## src/rtl/ddf_token_dispatcher_if.sv

```systemverilog
// Upstream token stream plus the nda / data FIFO write side of the DDF token dispatcher.
// slave is the dispatcher's view, master is the environment's view.
interface ddf_token_dispatcher_if #(
  parameter int WIDTH = 8,
  parameter int FLUX  = 2,
  parameter int PORTS = 2,
  parameter int SEL_W = 1
) ();
  logic                  in_valid;
  logic                  in_ready;
  logic [SEL_W-1:0]      in_sel;
  logic [WIDTH-1:0]      in_data;
  logic                  nda_write;
  logic [WIDTH-1:0]      nda_dataout;
  logic [FLUX-1:0]       nda_full;
  logic [PORTS-1:0]      out_write;
  logic [WIDTH-1:0]      out_dataout;
  logic [PORTS*FLUX-1:0] out_full;
  logic                  err_sel;
  logic [15:0]           tok_count;

  modport slave (
    input  in_valid, in_sel, in_data, nda_full, out_full,
    output in_ready, nda_write, nda_dataout, out_write, out_dataout, err_sel, tok_count
  );

  modport master (
    output in_valid, in_sel, in_data, nda_full, out_full,
    input  in_ready, nda_write, nda_dataout, out_write, out_dataout, err_sel, tok_count
  );
endinterface

```

## src/rtl/ddf_token_dispatcher.sv

```systemverilog
// Splits tagged tokens into an nda control write and a data write; strobes follow acceptance by one cycle.
// Each half waits independently on its own full flag; in_ready stays low until both halves are written.
module ddf_token_dispatcher #(
  parameter int WIDTH = 8,
  parameter int FLUX  = 2,
  parameter int PORTS = 2,
  parameter int SEL_W = 1
) (
  input  logic clk,
  input  logic rst,
  ddf_token_dispatcher_if.slave bus
);

  typedef enum logic [1:0] {
    IDLE      = 2'd0,
    SEND      = 2'd1,
    WAIT_NDA  = 2'd2,
    WAIT_DATA = 2'd3
  } state_t;

  state_t           state_q;
  logic [SEL_W-1:0] sel_q;
  logic [WIDTH-1:0] data_q;
  logic             err_q;
  logic [15:0]      cnt_q;

  logic             nda_ok;
  logic             dat_ok;
  logic             sel_bad;
  logic             nda_wr;
  logic             dat_wr;
  logic             done;
  logic [PORTS-1:0] sel_oh;

  assign nda_ok  = ~|bus.nda_full;
  assign sel_bad = int'(bus.in_sel) >= PORTS;
  assign sel_oh  = PORTS'(1) << sel_q;

  // Any set bit in the selected FIFO's flag slice stalls the data write.
  always_comb begin
    dat_ok = 1'b1;
    for (int i = 0; i < PORTS; i++) begin
      if (sel_q == SEL_W'(i)) begin
        dat_ok = ~|bus.out_full[i*FLUX +: FLUX];
      end
    end
  end

  always_comb begin
    nda_wr = 1'b0;
    dat_wr = 1'b0;
    done   = 1'b0;
    case (state_q)
      SEND: begin
        nda_wr = nda_ok;
        dat_wr = dat_ok;
        done   = nda_ok && dat_ok;
      end
      WAIT_NDA: begin
        nda_wr = nda_ok;
        done   = nda_ok;
      end
      WAIT_DATA: begin
        dat_wr = dat_ok;
        done   = dat_ok;
      end
      default: begin
        nda_wr = 1'b0;
        dat_wr = 1'b0;
        done   = 1'b0;
      end
    endcase
  end

  always_ff @(posedge clk or negedge rst) begin
    if (!rst) begin
      state_q <= IDLE;
      sel_q   <= '0;
      data_q  <= '0;
      err_q   <= 1'b0;
      cnt_q   <= '0;
    end else begin
      case (state_q)
        IDLE: begin
          if (bus.in_valid) begin
            if (sel_bad) begin
              err_q <= 1'b1;
            end else begin
              sel_q   <= bus.in_sel;
              data_q  <= bus.in_data;
              state_q <= SEND;
            end
          end
        end
        SEND: begin
          if (nda_ok && dat_ok) begin
            state_q <= IDLE;
          end else if (nda_ok) begin
            state_q <= WAIT_DATA;
          end else if (dat_ok) begin
            state_q <= WAIT_NDA;
          end
        end
        WAIT_NDA: begin
          if (nda_ok) begin
            state_q <= IDLE;
          end
        end
        WAIT_DATA: begin
          if (dat_ok) begin
            state_q <= IDLE;
          end
        end
        default: state_q <= IDLE;
      endcase
      if (done) begin
        cnt_q <= cnt_q + 16'd1;
      end
    end
  end

  // Reset is folded in so upstream never sees ready while the block is held in reset.
  assign bus.in_ready    = (state_q == IDLE) && rst;
  assign bus.nda_write   = nda_wr;
  assign bus.nda_dataout = WIDTH'(sel_q);
  assign bus.out_write   = dat_wr ? sel_oh : '0;
  assign bus.out_dataout = data_q;
  assign bus.err_sel     = err_q;
  assign bus.tok_count   = cnt_q;

endmodule

```

## src/flat_wrapper.sv

```systemverilog
// flat-port wrapper written by rule: the top's interface ports become plain ports
module ddf_token_dispatcher_flat 
#(
  parameter int WIDTH = 8,
  parameter int FLUX  = 2,
  parameter int PORTS = 2,
  parameter int SEL_W = 1
)
  (clk, rst, bus_in_valid, bus_in_sel, bus_in_data, bus_nda_full, bus_out_full, bus_in_ready, bus_nda_write, bus_nda_dataout, bus_out_write, bus_out_dataout, bus_err_sel, bus_tok_count);
  ddf_token_dispatcher_if #(.WIDTH(WIDTH), .FLUX(FLUX), .PORTS(PORTS), .SEL_W(SEL_W)) bus_i ();
  input  logic clk;
  input  logic rst;
  input wire logic [$bits(bus_i.in_valid)-1:0] bus_in_valid;
  input wire logic [$bits(bus_i.in_sel)-1:0] bus_in_sel;
  input wire logic [$bits(bus_i.in_data)-1:0] bus_in_data;
  input wire logic [$bits(bus_i.nda_full)-1:0] bus_nda_full;
  input wire logic [$bits(bus_i.out_full)-1:0] bus_out_full;
  output wire logic [$bits(bus_i.in_ready)-1:0] bus_in_ready;
  output wire logic [$bits(bus_i.nda_write)-1:0] bus_nda_write;
  output wire logic [$bits(bus_i.nda_dataout)-1:0] bus_nda_dataout;
  output wire logic [$bits(bus_i.out_write)-1:0] bus_out_write;
  output wire logic [$bits(bus_i.out_dataout)-1:0] bus_out_dataout;
  output wire logic [$bits(bus_i.err_sel)-1:0] bus_err_sel;
  output wire logic [$bits(bus_i.tok_count)-1:0] bus_tok_count;
  assign bus_i.in_valid = bus_in_valid;
  assign bus_i.in_sel = bus_in_sel;
  assign bus_i.in_data = bus_in_data;
  assign bus_i.nda_full = bus_nda_full;
  assign bus_i.out_full = bus_out_full;
  assign bus_in_ready = bus_i.in_ready;
  assign bus_nda_write = bus_i.nda_write;
  assign bus_nda_dataout = bus_i.nda_dataout;
  assign bus_out_write = bus_i.out_write;
  assign bus_out_dataout = bus_i.out_dataout;
  assign bus_err_sel = bus_i.err_sel;
  assign bus_tok_count = bus_i.tok_count;
  ddf_token_dispatcher #(.WIDTH(WIDTH), .FLUX(FLUX), .PORTS(PORTS), .SEL_W(SEL_W)) u_core (.clk(clk), .rst(rst), .bus(bus_i));
endmodule
```

## config.mk

```make
export PLATFORM = sky130hd
export DESIGN_NAME = ddf_token_dispatcher_flat
export DESIGN_NICKNAME = d
export VERILOG_FILES = /design/src/rtl/ddf_token_dispatcher_if.sv /design/src/rtl/ddf_token_dispatcher.sv /design/src/flat_wrapper.sv
export SDC_FILE = /design/constraint.sdc
export NUM_CORES = 1
export LEC_CHECK = 0
export CORE_MARGIN = 3
export CORE_UTILIZATION = 45
export CTS_CLUSTER_DIAMETER = 60
export DETAILED_ROUTE_END_ITERATION = 8
export PLACE_DENSITY = 0.84
export SETUP_SLACK_MARGIN = 0.15
export SYNTH_ARGS = -nofsm -noshare
export SYNTH_HDL_FRONTEND = slang
export SYNTH_SLANG_ARGS = --single-unit
```

## constraint.sdc

```tcl
create_clock -name clk -period 4.3 [get_ports clk]
set_input_delay 0.645 -clock clk [delete_from_list [all_inputs] [get_ports clk]]
set_output_delay 0.645 -clock clk [all_outputs]
set_load 0.01 [all_outputs]
```

-- After elaboration in Yosys (flattened, before gate mapping)
Index checks and enable logic that the tools add are counted.
- bits in registers: 27
- latch bits: 0
- bits in writable memories: 0
- memory bits (read-only): 0
- input port bits: 18
- output and inout bits: 37
- logic and storage cells: 38
- memories kept: 0
- add/sub/neg operators: 1
- $mul: 0
- div/mod/pow operators: 0
- $lt $le $gt $ge: 0
- equality and inequality tests: 7
- shift-type cells: 1
- muxes and demuxes: 12
- bitwise logic cells: 0
- reduce and logical (&&, ||, !) cells: 13
- operator list (cell ; number):
    16-bit by 1-bit adder with 16-bit output, second input constant ; 1
    2-bit two-way mux ; 7
    2-bit OR reduction ; 5
    2-bit one-hot mux with 4 select lines ; 1
    2-bit equality test, second input constant ; 2
    2-bit != test, second input constant ; 2
    4-bit by 3-bit != test with 1-bit output, second input constant ; 1
    4-bit AND reduction ; 1
    1-bit logical NOT ; 3
    1-bit two-way mux ; 3
    1-bit one-hot mux with 3 select lines ; 1
    2-bit by 1-bit equality test with 1-bit output, second input constant ; 1
    1-bit logical AND ; 2
    2-bit logical NOT ; 1
    2-bit by 1-bit != test with 1-bit output, second input constant ; 1
    2-bit AND reduction ; 1
    1-bit by 1-bit left shift with 2-bit output, first input constant ; 1

-- Depth between registers and ports, before layout
- depth after elaboration: 7
- depth in mapped cells: 7
- depth with buffers taken out: 7

-- Worst setup path after synthesis
Ideal clock, no wire load.
- path type: input -> register
- start: input port bus_out_full[3]
- end: register u_core.cnt_q[9], in the netlist u_core.bus.tok_count[9]
- library setup time: 79 ps
- arrival time: 1984 ps
- data required time: 4221 ps
- slack: 2237 ps
- stages: 6
- path buffers: 1
- cells stage by stage: or3b_1 -> and2_4 -> a2bb2oi_4 -> buf_6 -> nor4_4 -> xor2_1
- word-level cells in the longest chain between the ends: 5
- ends and longest elaborated chain (item ; RTL line ; source):
    start, declared ; flat_wrapper.sv:17 ; input wire logic [$bits(bus_i.out_full)-1:0] bus_out_full;
    2-bit OR reduction * ; ddf_token_dispatcher.sv:44 ; dat_ok = ~|bus.out_full[i*FLUX +: FLUX];
    1-bit logical NOT * ; ddf_token_dispatcher.sv:44 ;
    1-bit two-way mux * ; ddf_token_dispatcher.sv:43 ; if (sel_q == SEL_W'(i)) begin
    1-bit logical AND ; ddf_token_dispatcher.sv:57 ; done = nda_ok && dat_ok;
    1-bit one-hot mux with 3 select lines * ; ddf_token_dispatcher.sv:53 ; case (state_q)
    end signal, assigned ; ddf_token_dispatcher.sv:117 ; cnt_q <= cnt_q + 16'd1;
    end, declared ; ddf_token_dispatcher.sv:25 ; logic [15:0] cnt_q;
Mark *: on every way between the ends. The rest lies on a longest branch, timed or not.
A chain may end at the register's enable or synchronous reset.

-- Worst setup path after layout
- start: input port rst
- end: output port bus_in_ready
- word-level cells in the longest chain between the ends: 1
- ends and longest elaborated chain (item ; RTL line ; source):
    start, declared ; flat_wrapper.sv:12 ; input logic rst;
    1-bit logical AND ; ddf_token_dispatcher.sv:123 ; assign bus.in_ready = (state_q == IDLE) && rst;
    end, declared ; flat_wrapper.sv:18 ; output wire logic [$bits(bus_i.in_ready)-1:0] bus_in_ready;
No other way between the ends.

==> run summary <==
================================================================================
Run status                                                          finished clean
Floorplan Core Area                                                   3100 sq um
Clock insertion delay at the later pin of the skew report                0.33 ns
First-pass GRT wire length                                               4880 um
Max-slew violation total from the final report                                 0
Critical path's slowest cell                                        clkdlybuf4s50_1
Detailed Route Iter0 Violations                                               22
Clock slew at reported path FFs                                          0.15 ns
Postcts setup bufs                                                             0
TritonCTS clock tree                                                        done
Post-route standard cell area excluding fillers                       1980 sq um
Crit path depth                                                                4
Floorplan die area                                                    4020 sq um
Met3 usage in global routing                                               3.57%
Most instantiated flip-flop cell in the synthesis netlist                dfrtp_1
Sequential share of the synthesized area                                   45.5%
Final-report setup violation count                                             0
Max Cap Violations                                                             0
Worst slew slack as a fraction of its limit                                60.5%
Final-layout setup total negative slack                                     0 ns
Die Height                                                               63.4 um
Worst setup path category                                           primary input to primary output
H-tree depth                                                                   1
Count of unresolved DRC violations after routing                               0
Fraction of final layout cells with drive strength greater than 1          17.1%
Number of standard-cell rows in the floorplan                                 20
CTS root buffer                                                         clkbuf_4
Netlist area before placement                                         1480 sq um
Overall die width                                                        63.4 um
Maximum count of clock buffers along a single path                             2
Most numerous cell on the critical path                             clkdlybuf4s50_1
Starting Density                                                           47.8%
Count of yosys warnings during synthesis                                       0
Areal power density over the cells                                   479 nW/um^2
Post-synth EDFFs                                                               0
Resized cells post-CTS                                                         0
Crit end category                                                   primary output
Flip-flop and latch count after synthesis                                     27
Placed cell area                                                      1950 sq um
Async S/R FF share, synth                                                   100%
VDD IR-drop max                                                       0.000309 V
Post-route ant nets                                                            0
Total clock sinks                                                             27
Count of endpoints failing hold in the final timing report                     0
Number of global-route vias before repair                                   1065
Met2 demand-to-capacity share in global routing                            27.5%
WP data required                                                         3.65 ns
Syn_area_per_cell                                                     12.1 sq um
Final weighted congestion in routability-driven placement                  0.771
Arrival time of data at the critical path endpoint                       2.16 ns
Routed vias                                                                 1058
CTS Buf Count                                                                  3
Max Freq                                                               0.356 GHz
Cells after Synth                                                            123
Static leakage                                                          0.872 nW
Final period util                                                          65.3%
Tightest Pin Transition                                                 0.591 ns
CP peak stage delay                                                      0.54 ns
Largest net degree at the start of global routing                             29
IO buf count                                                                  46
Count of unique library cells instantiated by Yosys                           37
Initial antenna violation count                                                0
# diodes                                                                       0
Grt peak-use layer                                                          met2
Critical-path maximum fanout                                                  28
Hold Path Class                                                     flip-flop to flip-flop
Cell depth of the worst flop-to-flop path                                      7
RSZ-0062 raised after global routing                                       false
Setup slack, reg-to-reg                                                  2.15 ns
Number of buffers and inverters on the critical path                           3
Total length of routed wires                                             2940 um
# hold bufs at CTS                                                             0
First-pass iteration count of the detailed router                              4
Count of boundary I/O pins                                                    55
Aggregate global-route resource usage                                      14.9%
Total gr overflow                                                              0
Min Clock Period, post-route                                             2.81 ns
Area added between synthesis and finish                                    33.5%
Clock skew                                                            0.00105 ns
DPL Wire Length                                                          2250 um
Number of nets in the layout                                                 194
Critical Path Source Type                                           primary input
Hold-critical path depth                                                       1
Global routing met1 resource utilization                                   17.9%
Cell family with the largest share of critical-path delay           buffers and inverters
Cell-by-cell trace of the critical path                             clkdlybuf4s50_1 > buf_4 > and2_1 > clkdlybuf4s50_1
Vias per std cell                                                           4.94
Routed length per instance                                               13.8 um
================================================================================
==> metal layers <==
layer	share of wire, %	routed length (um)	up-vias
li1	-	-	511
met1	42	1230	503
met2	50	1460	42
met3	8.1	239	2
met4	0.31	9	0
met5	0	0	-
==> report_power, final <==
group	switching, mW	total, mW	internal (mW)
Sequential	0.0546	0.376	0.322
Combinational	0.207	0.457	0.250
Clock	0.0799	0.116	0.0356
==> sequential cells by signal, summed over array words and instances (netlist names) <==
name                    cells
u_core.state_q              2
u_core.bus.out_dataout      8
u_core.sel_q                1
u_core.bus.tok_count       16
==> area by class of cell <==
class / instances / area (sq um)
clock inverters: 1 / 7.51
well taps: 44 / 55.1
clock buffers: 3 / 22.5
repair buffers: 47 / 468
inverters: 3 / 11.3
flip-flops and latches: 27 / 676
multi-input cells: 89 / 741
fillers: 279 / 1120
==> worst paths after layout <==
check                                    startpoint                  endpoint
hold / removal             u_core.bus.tok_count[15]  u_core.bus.tok_count[15]
setup / recovery                                rst              bus_in_ready
max in group asynchronous                       rst   u_core.bus.tok_count[3]
setup reg to reg                  u_core.state_q[0]  u_core.bus.tok_count[15]
min in group asynchronous                       rst  u_core.bus.tok_count[11]
hold reg to reg            u_core.bus.tok_count[15]  u_core.bus.tok_count[15]
==> Yosys cell counts (all sizes together) (3+ instances only) <==
library cell / count / area, sq um
dfrtp: 27 / 676
xor2: 12 / 105
buf: 11 / 82.6
mux2: 10 / 113
nand2: 7 / 26.3
nor2: 6 / 30.0
nor3: 6 / 55.1
ha: 5 / 62.6
and2: 3 / 21.3
inv: 3 / 11.3
nand3: 3 / 15.0
nor4b: 3 / 45.0
==> kinds of logic after synthesis <==
family / Yosys count / share of synthesized area, %
mux: 12 / 8.94
compound gates: 7 / 4.38
fa+ha+maj: 5 / 4.22
other cells: 1 / 0.253
simple gates: 43 / 22.1
flops: 27 / 45.5
buf+inv: 14 / 6.32
xor+xnor: 14 / 8.26
==> placed cells by master (no fill, tap or decap), types with 2 or more instances in the layout <==
cell / netlist / final
nand4_1: 2 / 2
nor3_2: 5 / 5
a31oi_1: 2 / 2
nand2_1: 7 / 7
dfrtp_1: 27 / 27
clkdlybuf4s50_1: 0 / 46
nor3b_2: 2 / 2
clkbuf_4: 0 / 3
xnor2_1: 2 / 2
or3_1: 2 / 2
nand3_1: 3 / 3
xor2_1: 12 / 12
mux2_2: 9 / 9
and2_1: 2 / 2
ha_1: 5 / 5
nor2_1: 5 / 5
or3b_1: 2 / 2
nand3b_1: 2 / 2
mux2i_1: 2 / 2
nor4b_2: 3 / 3
conb_1: 1 / 8
inv_1: 3 / 3
==> per-stage QoR <==
stage	instances	utilization [%]	total power [mW]	worst slack (ns)	hold WS, ns
3_3_place_gp	210	62.9	0.821	1.50	0.455
2_1_floorplan	130	-	0.646	2.24	0.349
6_report	214	63.8	0.949	1.49	0.475
3_5_place_dp	210	62.9	0.842	1.47	0.461
5_1_grt	214	63.8	1.01	1.35	0.506
4_1_cts	214	63.8	0.959	1.46	0.481
(Power assumes the default switching activity.)
